--- src/rtl/branch_ctrl.sv ---
// rtl/branch_ctrl.sv - branch/compare control: run FSM, condition flags, branch-offset table.
module branch_ctrl #(
    parameter int LUT_DEPTH = 16,
    parameter int PCW       = 9
) (
    input  logic           Clk,
    input  logic           Reset,
    input  logic           Start,
    input  logic [8:0]     Instr,
    input  logic [PCW-1:0] ProgCtr,
    input  logic           AluZero,
    input  logic           AluNeg,
    input  logic           LutWe,
    input  logic [3:0]     LutAddr,
    input  logic [PCW-1:0] LutData,
    output logic [PCW-1:0] Target,
    output logic           CMP_Flag,
    output logic           Done,
    output logic [15:0]    CycleCnt
);

    typedef enum logic [1:0] {
        IDLE  = 2'd0,
        ARMED = 2'd1,
        RUN   = 2'd2,
        DONE  = 2'd3
    } state_t;

    localparam logic [2:0] OP_CMP  = 3'b101;
    localparam logic [2:0] OP_BR   = 3'b110;
    localparam logic [2:0] OP_HALT = 3'b111;

    state_t         state_q, state_d;
    logic           zf_q, zf_d;
    logic           nf_q, nf_d;
    logic [15:0]    cnt_q, cnt_d;
    logic [PCW-1:0] lut_q [LUT_DEPTH];
    logic [PCW-1:0] lut_d [LUT_DEPTH];

    logic           is_cmp;
    logic           is_br;
    logic           is_halt;
    logic           br_take;
    logic           unused_pc;

    // The program counter only feeds external tracing; it has no role here.
    assign unused_pc = ^ProgCtr;

    assign is_cmp  = (Instr[8:6] == OP_CMP);
    assign is_br   = (Instr[8:6] == OP_BR);
    assign is_halt = (Instr[8:6] == OP_HALT) && (Instr[5:0] == 6'h3F);

    always_comb begin
        br_take = 1'b0;
        case (Instr[5:4])
            2'b00:   br_take = 1'b1;
            2'b01:   br_take = zf_q;
            2'b10:   br_take = !zf_q;
            default: br_take = nf_q;
        endcase
    end

    // Outside RUN (and during reset) the fetch stage is told to jump by zero, i.e. hold.
    always_comb begin
        Target   = '0;
        CMP_Flag = 1'b1;
        if (!Reset && state_q == RUN) begin
            if (is_br) begin
                CMP_Flag = br_take;
                Target   = br_take ? lut_q[Instr[3:0]] : '0;
            end else if (!is_halt) begin
                CMP_Flag = 1'b0;
            end
        end
    end

    assign Done     = (state_q == DONE) && !Reset;
    assign CycleCnt = cnt_q;

    always_comb begin
        state_d = state_q;
        zf_d    = zf_q;
        nf_d    = nf_q;
        cnt_d   = cnt_q;

        if (state_q == RUN) begin
            cnt_d = (cnt_q == 16'hFFFF) ? cnt_q : cnt_q + 16'd1;
            if (is_cmp) begin
                zf_d = AluZero;
                nf_d = AluNeg;
            end
        end

        if (Start) begin
            state_d = ARMED;
        end else begin
            case (state_q)
                ARMED: begin
                    state_d = RUN;
                    cnt_d   = '0;
                end
                RUN: begin
                    if (is_halt) state_d = DONE;
                end
                default: state_d = state_q;
            endcase
        end
    end

    always_comb begin
        lut_d = lut_q;
        if (LutWe) lut_d[LutAddr] = LutData;
    end

    always_ff @(posedge Clk) begin
        if (Reset) begin
            state_q <= IDLE;
            zf_q    <= 1'b0;
            nf_q    <= 1'b0;
            cnt_q   <= '0;
            // Unloaded entries advance by one so a stray branch acts like a plain instruction.
            for (int i = 0; i < LUT_DEPTH; i++) lut_q[i] <= PCW'(1);
        end else begin
            state_q <= state_d;
            zf_q    <= zf_d;
            nf_q    <= nf_d;
            cnt_q   <= cnt_d;
            lut_q   <= lut_d;
        end
    end

endmodule

--- config.mk ---
export PLATFORM = sky130hd
export DESIGN_NAME = branch_ctrl
export DESIGN_NICKNAME = d
export VERILOG_FILES = /design/src/rtl/branch_ctrl.sv
export SDC_FILE = /design/constraint.sdc
export NUM_CORES = 1
export LEC_CHECK = 0
export ABC_AREA = 1
export CAP_MARGIN = 5
export CORE_MARGIN = 4
export CORE_UTILIZATION = 58
export CTS_CLUSTER_SIZE = 25
export DETAILED_ROUTE_END_ITERATION = 10
export PLACE_DENSITY = 0.83
export SLEW_MARGIN = 5
export SYNTH_ARGS = -nofsm -noshare
export SYNTH_HDL_FRONTEND = slang
export SYNTH_SLANG_ARGS = --single-unit
--- constraint.sdc ---
create_clock -name Clk -period 1.85 [get_ports Clk]
set_input_delay 0.37 -clock Clk [delete_from_list [all_inputs] [get_ports Clk]]
set_output_delay 0.37 -clock Clk [all_outputs]
set_load 0.05 [all_outputs]
==> reports/metrics.csv, run 1 <==
stage,metric,value,unit
yosys,Yosys reg bits,164,
setup_path,crit path DAT,1790,ps
cts,# clock sinks,164,
hold_path,hold depth,3,
die,Initial Utilization,59.5,%
setup_path,WS Path Type,reg2out,
die,Boundary Pins,64,
cts,worst skew pair latency,430,ps
power,Leakage,4.45,nW
yosys,synthesized net count,1247,
place,post-place setup slack,-457,ps
yosys,Yosys cell types,23,
cts,Root Driver,clkbuf_16,
yosys,Post-Synthesis Cells,1209,
cts,CTS clock-pin slew for the worst setup and hold paths,60,ps
sta,slew at the pin closest to its max-slew limit,469,ps
detailed_routing,via count,8528,
global_routing,vias in the first global route,8054,
detailed_routing,DR WL/cell,15.9,um
die,Die Span Y,125,um
detailed_routing,post-route ant nets,0,
global_routing,pin count of the biggest net entering global routing,70,
die,# rows,42,
cts,CTS tree,done,
sta,Setup Skew,2.01,ps
setup_path,Worst Path Max Fanout,5,
setup_path,Worst setup SP type,flop,
power,Peak VDD IR,0.000651,V
global_routing,all-layer global routing usage,29.8,%
setup_path,reg2reg path depth,10,
final_layout,ant diodes,0,
place,post-DP HPWL,15000,um
cts,CTS H-tree lvls,4,
final_layout,Final Non-Filler Cells,1513,
setup_path,Crit. End Element,output pin,
global_routing,GRT overflow,0,
global_routing,initial antenna violation count,0,
sta,min Tclk post-route,2160,ps
sta,unrepaired setup endpoints after global routing,true,
final_layout,Area growth syn-to-layout,28.9,%
sta,final setup TNS,-2670,ps
cts,"Hold-fix buffers, CTS",0,
hold_path,Hold Path Origin,Reset,
yosys,Ys Warns,0,
cts,Max Root-Sink Buffers,2,
global_routing,wire length of the first global-routing pass,38100,um
detailed_routing,DR vias/cell,5.64,
final_layout,register area,0.00329,sq mm
detailed_routing,initial DRC count,1016,
setup_path,Reg2Reg Setup Slack,220,ps
sta,Rel. slew slack,68.7,%
flow_run,Max-Cap Viols,0,
run_status,status,finished with violations,
power,PD cells,805,mW/mm^2
die,Die X,125,um
run_status,failing checks,negative setup slack,
setup_path,Critical Path RT,1480,ps
detailed_routing,Pre-antenna DRT Iters,6,
cts,CTS Buf Count,17,
hold_path,Hold EP,state_q[0],
sta,final hold viol count,0,
setup_path,end of the worst register-to-register path,CycleCnt[14],
die,core area,0.0132,sq mm
sta,Max Clk Rate,464,MHz
detailed_routing,# DRC,0,
yosys,synthesized area,0.00787,sq mm
final_layout,FILL cells,924,
sta,Slew Limit Fails,0,
sta,Final Setup Violations,11,
final_layout,Final Net Count,1363,
detailed_routing,WL final,24100,um
place,I/O Buffers,54,
yosys,Post-Syn Area per Cell,6.51,sq um
final_layout,Multi-input gate area,0.00377,sq mm
setup_path,Worst R2R Start,state_q[1],
sta,period utilisation layout,117,%
hold_path,worst hold path type,in2reg,
yosys,sequential element share of the synthesized area,41.7,%
final_layout,ratio of cells with drive above 1 in the final layout,15.4,%
place,Placer Congestion,0.964,
die,die footprint,0.0155,sq mm
place,Post-Place Cells,1465,
sta,worst setup margin,-306,ps
-- synth_stat cells (all sizes together) --
cell | number | area share, %
o211ai | 12 | 1.1
a21oi | 129 | 8.2
nand4 | 4 | 0.32
inv | 174 | 8.3
nand3b | 5 | 0.48
o21ai | 148 | 9.5
ha | 1 | 0.16
nor2 | 140 | 6.7
nand3 | 96 | 6.1
clkbuf | 32 | 1.5
buf | 32 | 2.7
dfxtp | 164 | 42
nand2 | 258 | 12
clkinv | 6 | 0.29
nor3 | 7 | 0.57
a211oi | 1 | 0.095
-- sequential cells by signal, indices dropped and copies added (netlist names) --
register / flops
lut_q: 144
CycleCnt: 16
state_q: 2
nf_q: 1
zf_q: 1
-- cell families after synthesis --
logic type | share of synthesized area (%)
buffers and inverters | 12.8
AO/OA/AOI/OAI | 18.9
adder cells (fa/ha/maj) | 0.159
flip-flops | 41.7
AND/OR/NAND/NOR | 26.5
-- metal layers --
| layer | part of all wire [%] | global-route usage (%) | vias to the layer above |
|---|---|---|---|
| met5 | 0 | 0 | - |
| met4 | 4.0 | 12.6 | 0 |
| met3 | 9.4 | 7.16 | 100 |
| met2 | 47 | 50.3 | 463 |
| met1 | 40 | 36.4 | 3892 |
| li1 | - | - | 4073 |
-- layout make-up --
| type | instances | share of cell area [%] |
|---|---|---|
| Multi-Input combinational cell | 801 | 37.1 |
| Sequential cell | 164 | 32.4 |
| Timing Repair Buffer | 161 | 15.7 |
| Inverter | 180 | 6.68 |
| Clock buffer | 20 | 4.60 |
| Tap cell | 176 | 2.17 |
| Clock inverter | 11 | 1.31 |
-- cell usage in the layout (no fill, tap or decap), types with 3 or more instances in the layout --
cell and instances:
dfxtp_1 161, dlymetal6s2s_1 3, o21ai_1 6, dfxtp_2 3
bufinv_16 3, o211ai_1 12, buf_6 5, a21oi_4 9
dlygate4sd2_1 4, clkbuf_8 3, buf_12 23, inv_1 169
clkdlybuf4s50_1 17, clkinv_2 9, nand3_1 90, clkbuf_16 18
buf_4 105, nor2_2 3, nand3b_1 5, nor3_1 3
clkinv_1 3, inv_2 6, a21oi_1 120, nand4_1 4
o21ai_0 141, nand3_2 6, nor2_1 135, nand2_1 256
-- critical path, cell delays in order, from the launching register on --
cell and delay (ps):
dfxtp_2 400, nand2_4 80, nor2_4 130, nand4_1 120
buf_6 160, buf_12 140, a21oi_4 170, buf_12 160
-- timing repair --
item,in CTS,in global routing
setup endpoints to repair,11,14
setup buffers,9,6
gates resized for setup,38,18
pin swaps,10,7
gates cloned,1,1
endpoints found under the hold margin,0,0
-- how the worst max path moves through the flow --
stage          depth (start not counted)       start         to  slack [ps]
5_1_grt                                8  state_q[0]  Target[3]        -330
3_3_place_gp                          10    Instr[1]  Target[6]        -450
2_1_floorplan                          4       Reset  Target[0]        -150
4_1_cts                                8  lut_q[137]  Target[2]        -220
3_5_place_dp                           9    Instr[1]  Target[2]        -460
6_report                               7  state_q[1]  Target[8]        -310
-- per-stage QoR --
stage / power (W) / hold slack, ps / utilization [%] / cell area, sq um
after CTS: 0.00811 / 450 / 75.9 / 10000
after global placement: 0.00452 / 432 / 69.8 / 9240
after detailed placement: 0.00454 / 440 / 69.8 / 9240
final: 0.00816 / 365 / 76.6 / 10100
after floorplan: 0.00419 / 424 / - / 7940
after global routing: 0.00840 / 374 / 76.6 / 10100
-- where the power goes --
group / switching, W / internal [W] / total (W)
combinational: 0.000576 / 0.000341 / 0.000918
clock: 0.00141 / 0.00220 / 0.00362
sequential: 0.0000259 / 0.00360 / 0.00363
Power figures use the tool's default switching activity.
==> run 2, diff against run 1 <==
--- a/config.mk
+++ b/config.mk
@@ -7,10 +7,10 @@
 export LEC_CHECK = 0
 export ABC_AREA = 1
 export CAP_MARGIN = 5
-export CORE_MARGIN = 4
 export CORE_UTILIZATION = 58
 export CTS_CLUSTER_SIZE = 25
 export DETAILED_ROUTE_END_ITERATION = 10
+export MAX_ROUTING_LAYER = met4
 export PLACE_DENSITY = 0.83
 export SLEW_MARGIN = 5
 export SYNTH_ARGS = -nofsm -noshare
==> reports/metrics.csv, run 2 (same netlist as run 1, synthesis figures left out) <==
stage,metric,value,unit,change
sta,slew at the pin closest to its max-slew limit,491,ps,+21.4 ps
cts,Root Driver,clkbuf_16,,
setup_path,Crit. End Element,output pin,,
sta,final hold viol count,0,,unchanged
place,I/O Buffers,54,,unchanged
cts,Max Root-Sink Buffers,2,,unchanged
place,Placer Congestion,0.913,,-5.3%
global_routing,vias in the first global route,7627,,-5.3%
final_layout,"most common cell after layout, fill and taps aside",nand2_1,,
setup_path,crit path DAT,1770,ps,-20 ps
cts,worst skew pair latency,440,ps,about the same
global_routing,pin count of the biggest net entering global routing,77,,+10%
place,post-DP HPWL,14800,um,-1.1%
sta,Slew Limit Fails,0,,unchanged
detailed_routing,post-route ant nets,0,,unchanged
die,die footprint,0.0140,sq mm,-9.4%
global_routing,initial antenna violation count,0,,unchanged
die,Initial Utilization,59.5,%,unchanged
sta,Final Setup Violations,9,,-2
cts,CTS Buf Count,17,,unchanged
run_status,status,finished with violations,,
cts,CTS clock-pin slew for the worst setup and hold paths,60,ps,about the same
global_routing,GRT overflow,0,,unchanged
setup_path,slowest CP cell,dfxtp_2,,
final_layout,ratio of cells with drive above 1 in the final layout,14.3,%,-1.1 points
detailed_routing,# DRC,0,,unchanged
setup_path,critical-path cell list,"inv_2, nand2_4, nor2_4, nand4_1, buf_6, buf_12, a21oi_4, buf_12",,
detailed_routing,DR vias/cell,5.52,,-2.1%
die,# rows,42,,unchanged
sta,Max Clk Rate,468,MHz,+0.96%
detailed_routing,via count,8284,,-2.9%
power,PD cells,787,mW/mm^2,-2.2%
global_routing,all-layer global routing usage,34.3,%,+4.5 points
power,Leakage,4.30,nW,-3.4%
detailed_routing,WL final,22900,um,-4.7%
sta,period utilisation layout,115,%,-1.1 points
die,Die X,119,um,-4.8%
flow_run,Max-Cap Viols,0,,unchanged
sta,final setup TNS,-2260,ps,+411 ps
run_status,failing checks,negative setup slack,,
setup_path,CP most frequent cell,buf_12,,
sta,unrepaired setup endpoints after global routing,true,,
sta,min Tclk post-route,2140,ps,-20.5 ps
setup_path,Critical Path RT,1480,ps,about the same
die,Die Span Y,119,um,-4.8%
sta,Setup Skew,4.68,ps,+2.67 ps
final_layout,max FFs per register,144,,unchanged
detailed_routing,Pre-antenna DRT Iters,5,,-1
setup_path,Max stage delay on crit path,320,ps,-80 ps
final_layout,ant diodes,0,,unchanged
final_layout,Area growth syn-to-layout,26.2,%,
setup_path,Worst Path Max Fanout,5,,unchanged
die,core area,0.0132,sq mm,unchanged
cts,CTS H-tree lvls,4,,unchanged
detailed_routing,DR WL/cell,15.3,um,-3.9%
place,post-place setup slack,-515,ps,-58.3 ps
global_routing,wire length of the first global-routing pass,36900,um,-3.0%
die,Boundary Pins,64,,unchanged
sta,Rel. slew slack,67.3,%,-1.4 points
cts,CTS tree,done,,
detailed_routing,initial DRC count,789,,-22%
cts,# clock sinks,164,,unchanged
hold_path,worst hold path type,in2reg,,
final_layout,Final Net Count,1350,,-0.95%
power,Peak VDD IR,0.000639,V,-1.8%
setup_path,WS Path Type,reg2out,,
setup_path,Worst setup SP type,flop,,
final_layout,"commonest non-fill, non-tap cells in the layout","nand2_1, inv_1, dfxtp_1",,
final_layout,Top reg by flops,lut_q,,
sta,worst setup margin,-285,ps,+20.5 ps
## run 2: layout make-up
type / instances / area, sq um
fill: 1012 / 3310
tap: 176 / 220
clock inverter: 9 / 81.3
clock buffer: 23 / 458
inverter: 180 / 679
sequential: 164 / 3290
multi-input combinational: 801 / 3760
timing repair buffer: 148 / 1450
## run 2: per-layer routing
layer	track usage [%]	vias up	wire length (um)
met1	41.8	3793	9460
met3	6.32	86	1740
met4	18.2	0	990
li1	-	4040	-
met5	-	-	0
met2	54.1	365	10700
## run 2: metrics by stage
stage	util, %	cell area [sq um]	hold WS [ps]	total power [W]	instances
CTS	74.8	9900	450	0.00778	1501
floorplan	-	7940	424	0.00419	1209
finish	75.0	9930	431	0.00782	1501
global placement	69.2	9160	433	0.00451	1463
global route	75.0	9930	458	0.00807	1501
detailed placement	69.2	9160	441	0.00452	1463
## run 2: path summary, 6_finish.rpt
check              start     endpoint  slack [ps]  cells past startpoint
max           state_q[0]    Target[0]        -290                      8
min             Instr[7]         nf_q         430                      5
max reg2reg  CycleCnt[0]  CycleCnt[1]         250                      7
min reg2reg    lut_q[62]    lut_q[62]         450                      2
## run 2: repair_timing
item                                    in CTS  in global routing
gates resized for setup                     53                  9
pin swaps                                    7                  4
hold buffers                                 0                  0
gates cloned                                 1                  0
setup buffers                                5                  0
endpoints found under the setup margin      11                 10
## run 2: worst max-delay path: cells and delay by family (launching register included)
| kind | cells | cell delay, ps |
|---|---|---|
| AOI/OAI and AO/OA | 1 | 170 |
| buffers and inverters | 4 | 540 |
| DFF | 1 | 320 |
| and+or+nand+nor | 3 | 280 |
## run 2: power by group
| part | switching [W] | internal (W) | total [W] |
|---|---|---|---|
| Sequential | 0.0000248 | 0.00360 | 0.00363 |
| Combinational | 0.000556 | 0.000325 | 0.000881 |
| Clock | 0.00143 | 0.00188 | 0.00330 |
| Total | 0.00201 | 0.00580 | 0.00782 |
==> run 3, diff against run 2 <==
--- a/config.mk
+++ b/config.mk
@@ -5,13 +5,13 @@
 export SDC_FILE = /design/constraint.sdc
 export NUM_CORES = 1
 export LEC_CHECK = 0
-export ABC_AREA = 1
 export CAP_MARGIN = 5
 export CORE_UTILIZATION = 58
 export CTS_CLUSTER_SIZE = 25
 export DETAILED_ROUTE_END_ITERATION = 10
 export MAX_ROUTING_LAYER = met4
 export PLACE_DENSITY = 0.83
+export REMOVE_ABC_BUFFERS = 1
 export SLEW_MARGIN = 5
 export SYNTH_ARGS = -nofsm -noshare
 export SYNTH_HDL_FRONTEND = slang
==> constraint.sdc (replaced) <==
create_clock -name Clk -period 2.2 [get_ports Clk]
set_input_delay 0.44 -clock Clk [delete_from_list [all_inputs] [get_ports Clk]]
set_output_delay 0.44 -clock Clk [all_outputs]
set_load 0.05 [all_outputs]
==> reports/metrics.csv, run 3 <==
stage,metric,value,unit,change
global_routing,wire length of the first global-routing pass,33100,um,-10%
power,PD cells,690,mW/mm^2,-12%
setup_path,crit path DAT,1960,ps,+190 ps
yosys,number of synthesized flops with an enable pin,0,,unchanged
sta,Final Setup Violations,10,,+1
detailed_routing,via count,6702,,-19%
place,Post-Place Cells,1028,,-30%
final_layout,"commonest non-fill, non-tap cells in the layout","dfxtp_1, nand2_1, a21oi_1",,
final_layout,Area growth syn-to-layout,24.9,%,
die,Die Span Y,115,um,-3.2%
final_layout,max FFs per register,144,,unchanged
setup_path,crit path buf inv count,3,,-1
yosys,Synth top area share,44.6,%,+2.9 points
cts,Root Driver,clkbuf_16,,
setup_path,Worst R2R Start,CycleCnt[0],,
global_routing,pin count of the biggest net entering global routing,151,,+96%
setup_path,CP top delay family,multiplexers,,
sta,worst setup margin,-201,ps,+84.1 ps
setup_path,CP most frequent cell,buf_12,,
yosys,Yosys cell types,41,,+78%
cts,CTS H-tree lvls,4,,unchanged
sta,Rel. slew slack,46.1,%,-21 points
yosys,dominant synthesized flop cell,dfxtp_1,,
final_layout,Top reg by flops,lut_q,,
yosys,Synth area leaders,"dfxtp_1, mux4_2, mux2i_1",,
cts,# clock sinks,164,,unchanged
yosys,synthesized area,0.00736,sq mm,-6.5%
detailed_routing,initial DRC count,747,,-5.3%
yosys,Synth async-reset ratio,0,%,unchanged
cts,"Hold-fix buffers, CTS",0,,unchanged
cts,setup bufs post-CTS,0,,-5
global_routing,initial antenna violation count,0,,unchanged
die,Initial Utilization,60.3,%,+0.85 points
place,Placer Congestion,0.890,,-2.4%
setup_path,Crit. End Element,output pin,,
yosys,Ys Warns,0,,unchanged
cts,worst skew pair latency,420,ps,-20 ps
setup_path,Worst Path Max Fanout,14,,+9
flow_run,Max-Cap Viols,0,,unchanged
sta,Hold WS,461,ps,+30.4 ps
detailed_routing,post-route ant nets,0,,unchanged
yosys,most common cell in the netlist,dfxtp_1,,
final_layout,Final Non-Filler Cells,1059,,-29%
setup_path,Critical Path RT,1760,ps,+280 ps
yosys,sequential element share of the synthesized area,44.6,%,+2.9 points
detailed_routing,WL final,20300,um,-12%
yosys,Synth Area in Simple Gates,16.4,%,-10 points
final_layout,"most common cell after layout, fill and taps aside",dfxtp_1,,
power,Leakage,3.45,nW,-20%
final_layout,Final Net Count,917,,-32%
yosys,largest family of logic cells by synthesized area,multiplexers,,
setup_path,Max stage delay on crit path,530,ps,+210 ps
yosys,cell taking the most area after synthesis,dfxtp_1,,
sta,final hold viol count,0,,unchanged
die,die footprint,0.0132,sq mm,-6.4%
final_layout,ant diodes,0,,unchanged
final_layout,Final Cell Area,0.00920,sq mm,-7.4%
die,Boundary Pins,64,,unchanged
global_routing,vias in the first global route,6601,,-13%
yosys,post-synthesis adder-cell area fraction,0.170,%,+0.011 points
die,Die X,115,um,-3.2%
setup_path,crit path launch,Instr[1],,
detailed_routing,# DRC,0,,unchanged
sta,Max Clk Rate,416,MHz,
final_layout,ratio of cells with drive above 1 in the final layout,18.6,%,+4.3 points
yosys,proportion of synthesized area in mux cells,19.5,%,+19 points
place,post-DP HPWL,13200,um,-11%
sta,slew at the pin closest to its max-slew limit,806,ps,+315 ps
yosys,Synth Area in XOR/XNOR,0.119,%,+0.12 points
setup_path,Worst setup SP type,primary input,,
yosys,Post-Synthesis Cells,806,,-33%
global_routing,GRT overflow,0,,unchanged
place,Area after DPL,0.00850,sq mm,-7.2%
final_layout,FILL cells,827,,-18%
cts,Max Root-Sink Buffers,2,,unchanged
detailed_routing,Pre-antenna DRT Iters,6,,+1
sta,Slew Limit Fails,0,,unchanged
sta,unrepaired setup endpoints after global routing,true,,
sta,period utilisation layout,109,%,
setup_path,WS Path Type,in2out,,
hold_path,Hold Path Origin,lut_q[141],,
hold_path,worst hold path type,reg2reg,,
run_status,status,finished with violations,,
die,core area,0.0122,sq mm,-7.8%
yosys,Yosys reg bits,164,,unchanged
place,I/O Buffers,54,,unchanged
sta,Setup Skew,3.21,ps,-1.47 ps
setup_path,critical-path cell list,"buf_2, buf_12, mux4_2, mux2i_1, o22ai_4, buf_12",,
setup_path,slowest CP cell,mux4_2,,
yosys,post-synthesis compound-gate area fraction,15.6,%,-3.2 points
detailed_routing,DR vias/cell,6.33,,+15%
cts,CTS clock-pin slew for the worst setup and hold paths,60,ps,about the same
cts,CTS tree,done,,
global_routing,all-layer global routing usage,33.8,%,-0.54 points
sta,min Tclk post-route,2400,ps,
run_status,failing checks,negative setup slack,,
die,# rows,40,,-4.8%
yosys,Synth top cells by count,"dfxtp_1, nand2_1, a21oi_1",,
power,Peak VDD IR,0.000666,V,+4.2%
yosys,Post-Syn Area per Cell,9.14,sq um,+40%
detailed_routing,DR WL/cell,19.1,um,+25%
cts,CTS Buf Count,17,,unchanged
-- run 3: changes by cell type after synthesis, sizes merged, moves of 30 or more --
cell	change
inv	-171
nand2	-142
nand3	-81
nor2	-76
mux2i	+61
o21ai	-61
mux4	+36
a21oi	-30
-- run 3: final timing paths --
path             endpoint  slack (ps)  cells past startpoint
max             Target[4]        -200                      6
min            lut_q[141]         460                      2
max reg2reg  CycleCnt[14]         330                      5
min reg2reg    lut_q[141]         460                      2
-- run 3: metal layers --
metal  routed length [um]  track usage (%)
met4                  472             13.9
met5                    0                -
met3                 1900             6.93
met2                10100             55.2
met1                 7850             40.8
-- run 3: cell type report --
cell class,instances,area (sq um),area share (%)
clock buffer,22,484,5.27
clock inverter,9,78.8,0.857
inverter,3,11.3,0.122
multi-input combinational,575,3930,42.8
sequential,164,3280,35.7
tap,168,210,2.29
timing repair buffer,118,1190,13.0
-- run 3: power by group --
part	switching (W)	internal, W	leakage (nW)
combinational	0.000293	0.000202	1.84
clock	0.00116	0.00166	0.278
sequential	0.0000224	0.00301	1.33
-- run 3: kinds of logic after synthesis --
group           after synthesis
simple gates                259
compound gates              216
flops                       164
mux                          98
buf+inv                      67
xor+xnor                      1
fa+ha+maj                     1
-- run 3: worst min-delay path: cells and delay by family (launching register included) --
family          cells  cell delay (ps)
compound gates      1               50
simple gates        1               50
flops               1              310
-- run 3: what timing repair did --
action,CTS,global route
pin swaps,4,1
resized for setup,24,9
setup endpoints to repair,10,15
endpoints found under the hold margin,0,0
-- run 3: metrics by stage --
step | total power (W) | util, % | setup slack, ps | TNS (ps)
finish | 0.00635 | 75.3 | -201 | -1740
CTS | 0.00634 | 75.0 | -202 | -1880
global route | 0.00652 | 75.3 | -256 | -2300
detailed placement | 0.00357 | 69.6 | -437 | -5060
floorplan | 0.00326 | - | -204 | -2770
global placement | 0.00355 | 69.6 | -361 | -3310
==> variant 1: new RTL, config.mk and constraints of run 1 <==
Add an input register stage for `LutAddr`, without a reset; this delays it by one clock. The other inputs are not delayed to match.
--- a/src/rtl/branch_ctrl.sv
+++ b/src/rtl/branch_ctrl.sv
@@ -29,6 +29,12 @@
     localparam logic [2:0] OP_CMP  = 3'b101;
     localparam logic [2:0] OP_BR   = 3'b110;
     localparam logic [2:0] OP_HALT = 3'b111;
+
+    logic [3:0] LutAddr_q;
+
+    always_ff @(posedge Clk) begin
+        LutAddr_q <= LutAddr;
+    end
 
     state_t         state_q, state_d;
     logic           zf_q, zf_d;
@@ -109,7 +115,7 @@
 
     always_comb begin
         lut_d = lut_q;
-        if (LutWe) lut_d[LutAddr] = LutData;
+        if (LutWe) lut_d[LutAddr_q] = LutData;
     end
 
     always_ff @(posedge Clk) begin
Behaviour: not the same (a bounded check fails within 4 cycles, from zero or initial values and one cycle with Reset high).
==> variant 1 against run 1 <==
- the run still ends with negative setup slack left
- hold slack gained 0.013 ns
- setup slack lost 0.022 ns
- highest routed layer unchanged
- die area grew 2.2%
- sequential cell count rose by 4
- synthesized area increased by 2.4%
- largest power group unchanged
- total power grew 1.1%
- non-clock buffer count is 35 lower
- wire length fell by 2.7%
- cell area shrank 1.4%
- clock skew grew 0.0027 ns
==> variant 1: results (changes against run 1) <==
The worst hold path begins at LutAddr[0]. The number of nets in the finished design came out at 1327 (-2.6%). The hold path endpoint is LutAddr_q[0]$_DFF_P_.

The initial antenna violation count is 0 (unchanged). The tightest min-delay check is of the in -> reg type. The logs give 7789 (-3.3%) for the via count of the first global-routing pass and 6 (unchanged) for the number of search-and-repair iterations in the first detailed-routing pass. Number of port buffers: 54 (unchanged). The commonest cells after synthesis are 251 x nand2_1, 168 x dfxtp_1, 158 x inv_1, 151 x nor2_1, 126 x o21ai_0. The number of buffers on the longest clock path came out at 2 (unchanged). The overall routed net length came out at 23400 um (-2.7%). The worst register-to-register path ends at CycleCnt[11]$_SDFF_PP0_. Total setup violations reported at the end of the flow: 9 (-2).

The final reports fail on negative setup slack. Mean instance size in the synthesized netlist: 6.69 sq um (+2.7%). The final setup slack of the worst path was -0.328 ns (-0.0223 ns). Data arrival time of the critical path: 1.81 ns (+0.02 ns). Global-route total usage across every layer: 29.3% (-0.51 points). The flip-flop count of the largest register after layout came out at 144 (unchanged). The synthesis warning total is 0 (unchanged), and the iteration-0 DRC count of the detailed router is 986 (-3.0%).

Synthesized net count: 1243 (-0.32%). For the TritonCTS buffer count, the log shows 17 (unchanged). The post-CTS clock slew at the launch and capture registers of the worst setup and hold paths is 0.06 ns (about the same). The tools report the worst vdd rail ir drop as 0.694 mV (+6.7%).

The number of instances in the placed design came out at 1433 (-2.2%). The smallest hold slack was 0.379 ns (+0.0134 ns); the detailed placer's ending HPWL was 14600 um (-2.6%). The highest net fanout along the worst path works out to 5 (unchanged). Sequential area share after synthesis: 41.7% (about the same). The critical register-to-register path startpoint was CycleCnt[0]$_SDFF_PP0_. The tools report the clock latency reported for the late side of the worst-skew pair as 0.43 ns (about the same). For the post-placement cell area, the log shows 9160 sq um (-0.84%). The tools report the internal power contribution as 0.00624 W (+1.5%). By area the synthesized netlist is led by dfxtp_1 42%, nand2_1 12%, o21ai_0 7.8%, inv_1 7.4%, a21oi_1 7.3%. The maximum number of pins on one net before global-route repair is 49 (-30%).

The fraction of layout cells with a size suffix above 1 works out to 15.2% (-0.18 points). CTS placed an instance of clkbuf_16 at the clock tree root. The setup clock skew after layout came out at 0.00474 ns (+0.00273 ns). For the last weighted congestion value of the routability-driven placer, the log shows 0.878 (-8.9%). The run gives 0 (unchanged) as the number of inserted diodes. The number of vias after detailed routing was 8319 (-2.5%).

The number of H-tree levels came out at 4 (unchanged). The fraction of registers with async set/reset came out at 0% (unchanged). The cell depth of the worst hold path was 1 (-2); the post-placement worst setup slack was -0.514 ns (-0.0564 ns). The register with the most flip-flops is lut_q. The flow ran to the end, but the final reports show violations. The actual slew at the worst max-slew pin was 0.414 ns (-0.0558 ns). The static leakage power was 4.41 nW (-0.97%); the number of fillers in the final layout was 1014 (+9.7%). The minimum setup slack among reg-to-reg paths is 0.20 ns (-0.02 ns). The logic depth of the worst register-to-register path is 9 (-1). The count of unique library cells instantiated by Yosys is 27 (+17%).

The non-filler instance count after layout is 1476 (-2.4%), and the first-pass GRT wire length is 38200 um (+0.18%).
## variant 1: final cells by class
| class | count | area [sq um] | area share [%] |
|---|---|---|---|
| flip-flops and latches | 168 | 3370 | 33.6 |
| repair buffers | 126 | 1300 | 13.0 |
| multi-input cells | 799 | 3860 | 38.6 |
| inverters | 177 | 669 | 6.69 |
| clock inverters | 8 | 121 | 1.21 |
| clock buffers | 22 | 474 | 4.74 |
| well taps | 176 | 220 | 2.20 |
## variant 1: timing repair
| item | in CTS | in global routing |
|---|---|---|
| gates cloned | 4 | 0 |
| setup endpoints to repair | 11 | 11 |
| gates resized for setup | 35 | 10 |
| hold buffers | 0 | 0 |
| pin swaps | 7 | 8 |
| setup buffers | 6 | 4 |
## variant 1: cell families (layout without fill, tap and decap cells)
group | Yosys count | after routing | share of synthesized area (%)
AOI/OAI and AO/OA | 284 | 284 | 18.8
and+or+nand+nor | 514 | 514 | 27.1
adders and majority gates | 1 | 1 | 0.155
DFF | 168 | 168 | 41.7
buffers and inverters | 238 | 333 | 12.2
## variant 1: how the worst max path moves through the flow
stage	start	to	slack (ns)	cells after the start
after floorplan	Reset	Target[0]	-0.15	4
after global placement	Instr[1]	Target[0]	-0.45	9
after detailed placement	Instr[1]	Target[0]	-0.51	9
after CTS	state_q[0]$_SDFFE_PP0P_	Target[0]	-0.25	7
after global routing	zf_q$_SDFFE_PP0P_	Target[0]	-0.33	7
final	zf_q$_SDFFE_PP0P_	Target[0]	-0.33	7
## variant 1: stage by stage
stage / power [W] / TNS (ns)
global route: 0.00852 / -2.75
global placement: 0.00461 / -4.73
floorplan: 0.00432 / -1.28
finish: 0.00825 / -2.66
detailed placement: 0.00463 / -6.59
CTS: 0.00822 / -2.03
## variant 1: routing by layer
layer | global-route usage, % | vias up | routed length, um
met5 | 0 | - | 0
met4 | 16.4 | 0 | 1350
met3 | 6.77 | 126 | 2260
met2 | 47.0 | 474 | 10700
met1 | 36.4 | 3720 | 9080
li1 | - | 3999 | -
## variant 1: critical path, cell delays in order (launching register included)
cell and delay (ns):
dfxtp_2 0.34, nand2_2 0.06, o21ai_2 0.05, o21ai_2 0.06, nand4_1 0.26, buf_6 0.25
a21oi_4 0.18, buf_12 0.16
## variant 1: power groups by stage
stage / combinational (W) / sequential, W / clock (W)
after floorplan: 0.000513 / 0.00380 / 0
after global routing: 0.000990 / 0.00373 / 0.00380
after detailed placement: 0.000824 / 0.00381 / 0
after global placement: 0.000810 / 0.00380 / 0
final: 0.000909 / 0.00373 / 0.00362
after CTS: 0.000879 / 0.00373 / 0.00361
==> variant 2: new RTL, config.mk and constraints of run 1 <==
Made on the original files. Set the parameter `LUT_DEPTH` to 8 (it was 16).
--- a/src/rtl/branch_ctrl.sv
+++ b/src/rtl/branch_ctrl.sv
@@ -1,6 +1,6 @@
 // rtl/branch_ctrl.sv - branch/compare control: run FSM, condition flags, branch-offset table.
 module branch_ctrl #(
-    parameter int LUT_DEPTH = 16,
+    parameter int LUT_DEPTH = 8,
     parameter int PCW       = 9
 ) (
     input  logic           Clk,
Behaviour: not the same (a bounded check fails within 4 cycles, from zero or initial values and one cycle with Reset high).
==> variant 2 against run 1 <==
- the flow still finishes with violations (negative setup slack)
- count of clock-buffer cells in the layout is 9 lower
- cell area is 43% lower
- combinational power is 47% lower
- synthesized area down 44%
- utilization increased by 1.4 points
- die area down 41%
- total power shrank 52%
- setup slack improved by 0.033 ns
- wire length decreased by 40%
- sequential cell count down 72
- largest cell class unchanged
- largest power group unchanged
==> variant 2: results (changes against run 1) <==
The tools report the length of routed met2 wiring as 7030 um (-38%). Ranked by total cell area, the synthesized netlist is headed by dfxtp_1 41%, nor2_1 17%, o21ai_0 13%, nand2_1 6.2%, inv_1 3.1%. The logic depth of the worst register-to-register path was 8 (-2). The static leakage power was 2.47 nW (-45%).

The logs give 0.463 ns (+0.0975 ns) for the smallest hold slack and 4934 (-42%) for the number of vias after detailed routing. The run gives 0.000486 W (-47%) as the power drawn by the combinational cells. The path with the worst hold slack has its endpoint at lut_q[45]$_SDFFE_PP1P_.

The run gives -0.272 ns (+0.0334 ns) as the final setup slack of the worst path. The post-CTS clock slew at the launch and capture registers of the worst setup and hold paths is 0.09 ns (+0.03 ns), and the count of instances resized after the clock tree is built is 45 (+18%). The met1 track utilization from global routing was 37.7% (+1.4 points). The logs give 3 (-1) for the number of H-tree levels and 41.4% (-0.27 points) for the sequential area share after synthesis. The cell sitting at the root of the clock tree is a clkbuf_8.

The cell depth of the worst hold path was 2 (-1); the global-route total usage across every layer was 30.4% (+0.61 points). Number of nets in the finished design: 780 (-43%). The worst hold path begins at lut_q[45]$_SDFFE_PP1P_. The checks that failed: negative setup slack. The run finished, with violations left. The number of instances in the placed design came out at 823 (-44%). The total setup violations reported at the end of the flow came out at 10 (-1).

The tools report the critical register-to-register path startpoint as CycleCnt[0]$_SDFF_PP0_. Sorting the synthesized cells by how often they occur yields 204 x nor2_1, 116 x o21ai_0, 92 x dfxtp_1, 74 x nand2_1, 37 x inv_1. Number of search-and-repair iterations in the first detailed-routing pass: 5 (-1). The critical path starts at state_q[0]$_SDFFE_PP0P_.

The number of fillers in the final layout was 516 (-44%); the last weighted congestion value of the routability-driven placer was 0.897 (-7.0%). The most critical setup path has its endpoint at Target[6]. For the synthesized net count, the log shows 702 (-44%).
## variant 2: cells by family (layout without fill, tap and decap cells)
group           Yosys count  after routing  share of synthesized area [%]
buf+inv                  78            160                           6.81
compound gates          153            153                           18.0
fa+ha+maj                 1              1                          0.281
flops                    92             92                           41.4
simple gates            340            341                           33.5
## variant 2: through the flow
step / cell area [sq um] / worst slack, ns
after CTS: 5600 / -0.183
after floorplan: 4470 / 0.0226
final: 5750 / -0.272
after detailed placement: 5290 / -0.417
after global placement: 5290 / -0.385
after global routing: 5750 / -0.289
## variant 2: area by class of cell
class	instances	share of cell area [%]
clock buffers	11	2.46
inverters	49	3.29
repair buffers	95	16.0
clock inverters	5	1.04
multi-input cells	495	42.9
flip-flops and latches	92	32.2
well taps	99	2.15
## variant 2: worst register-to-register path: cells and delay by family (launching register included)
kind          cells  cell delay, ns
simple gates      6            0.79
flops             1            0.44
fa+ha+maj         1            0.18
buf+inv           1            0.07
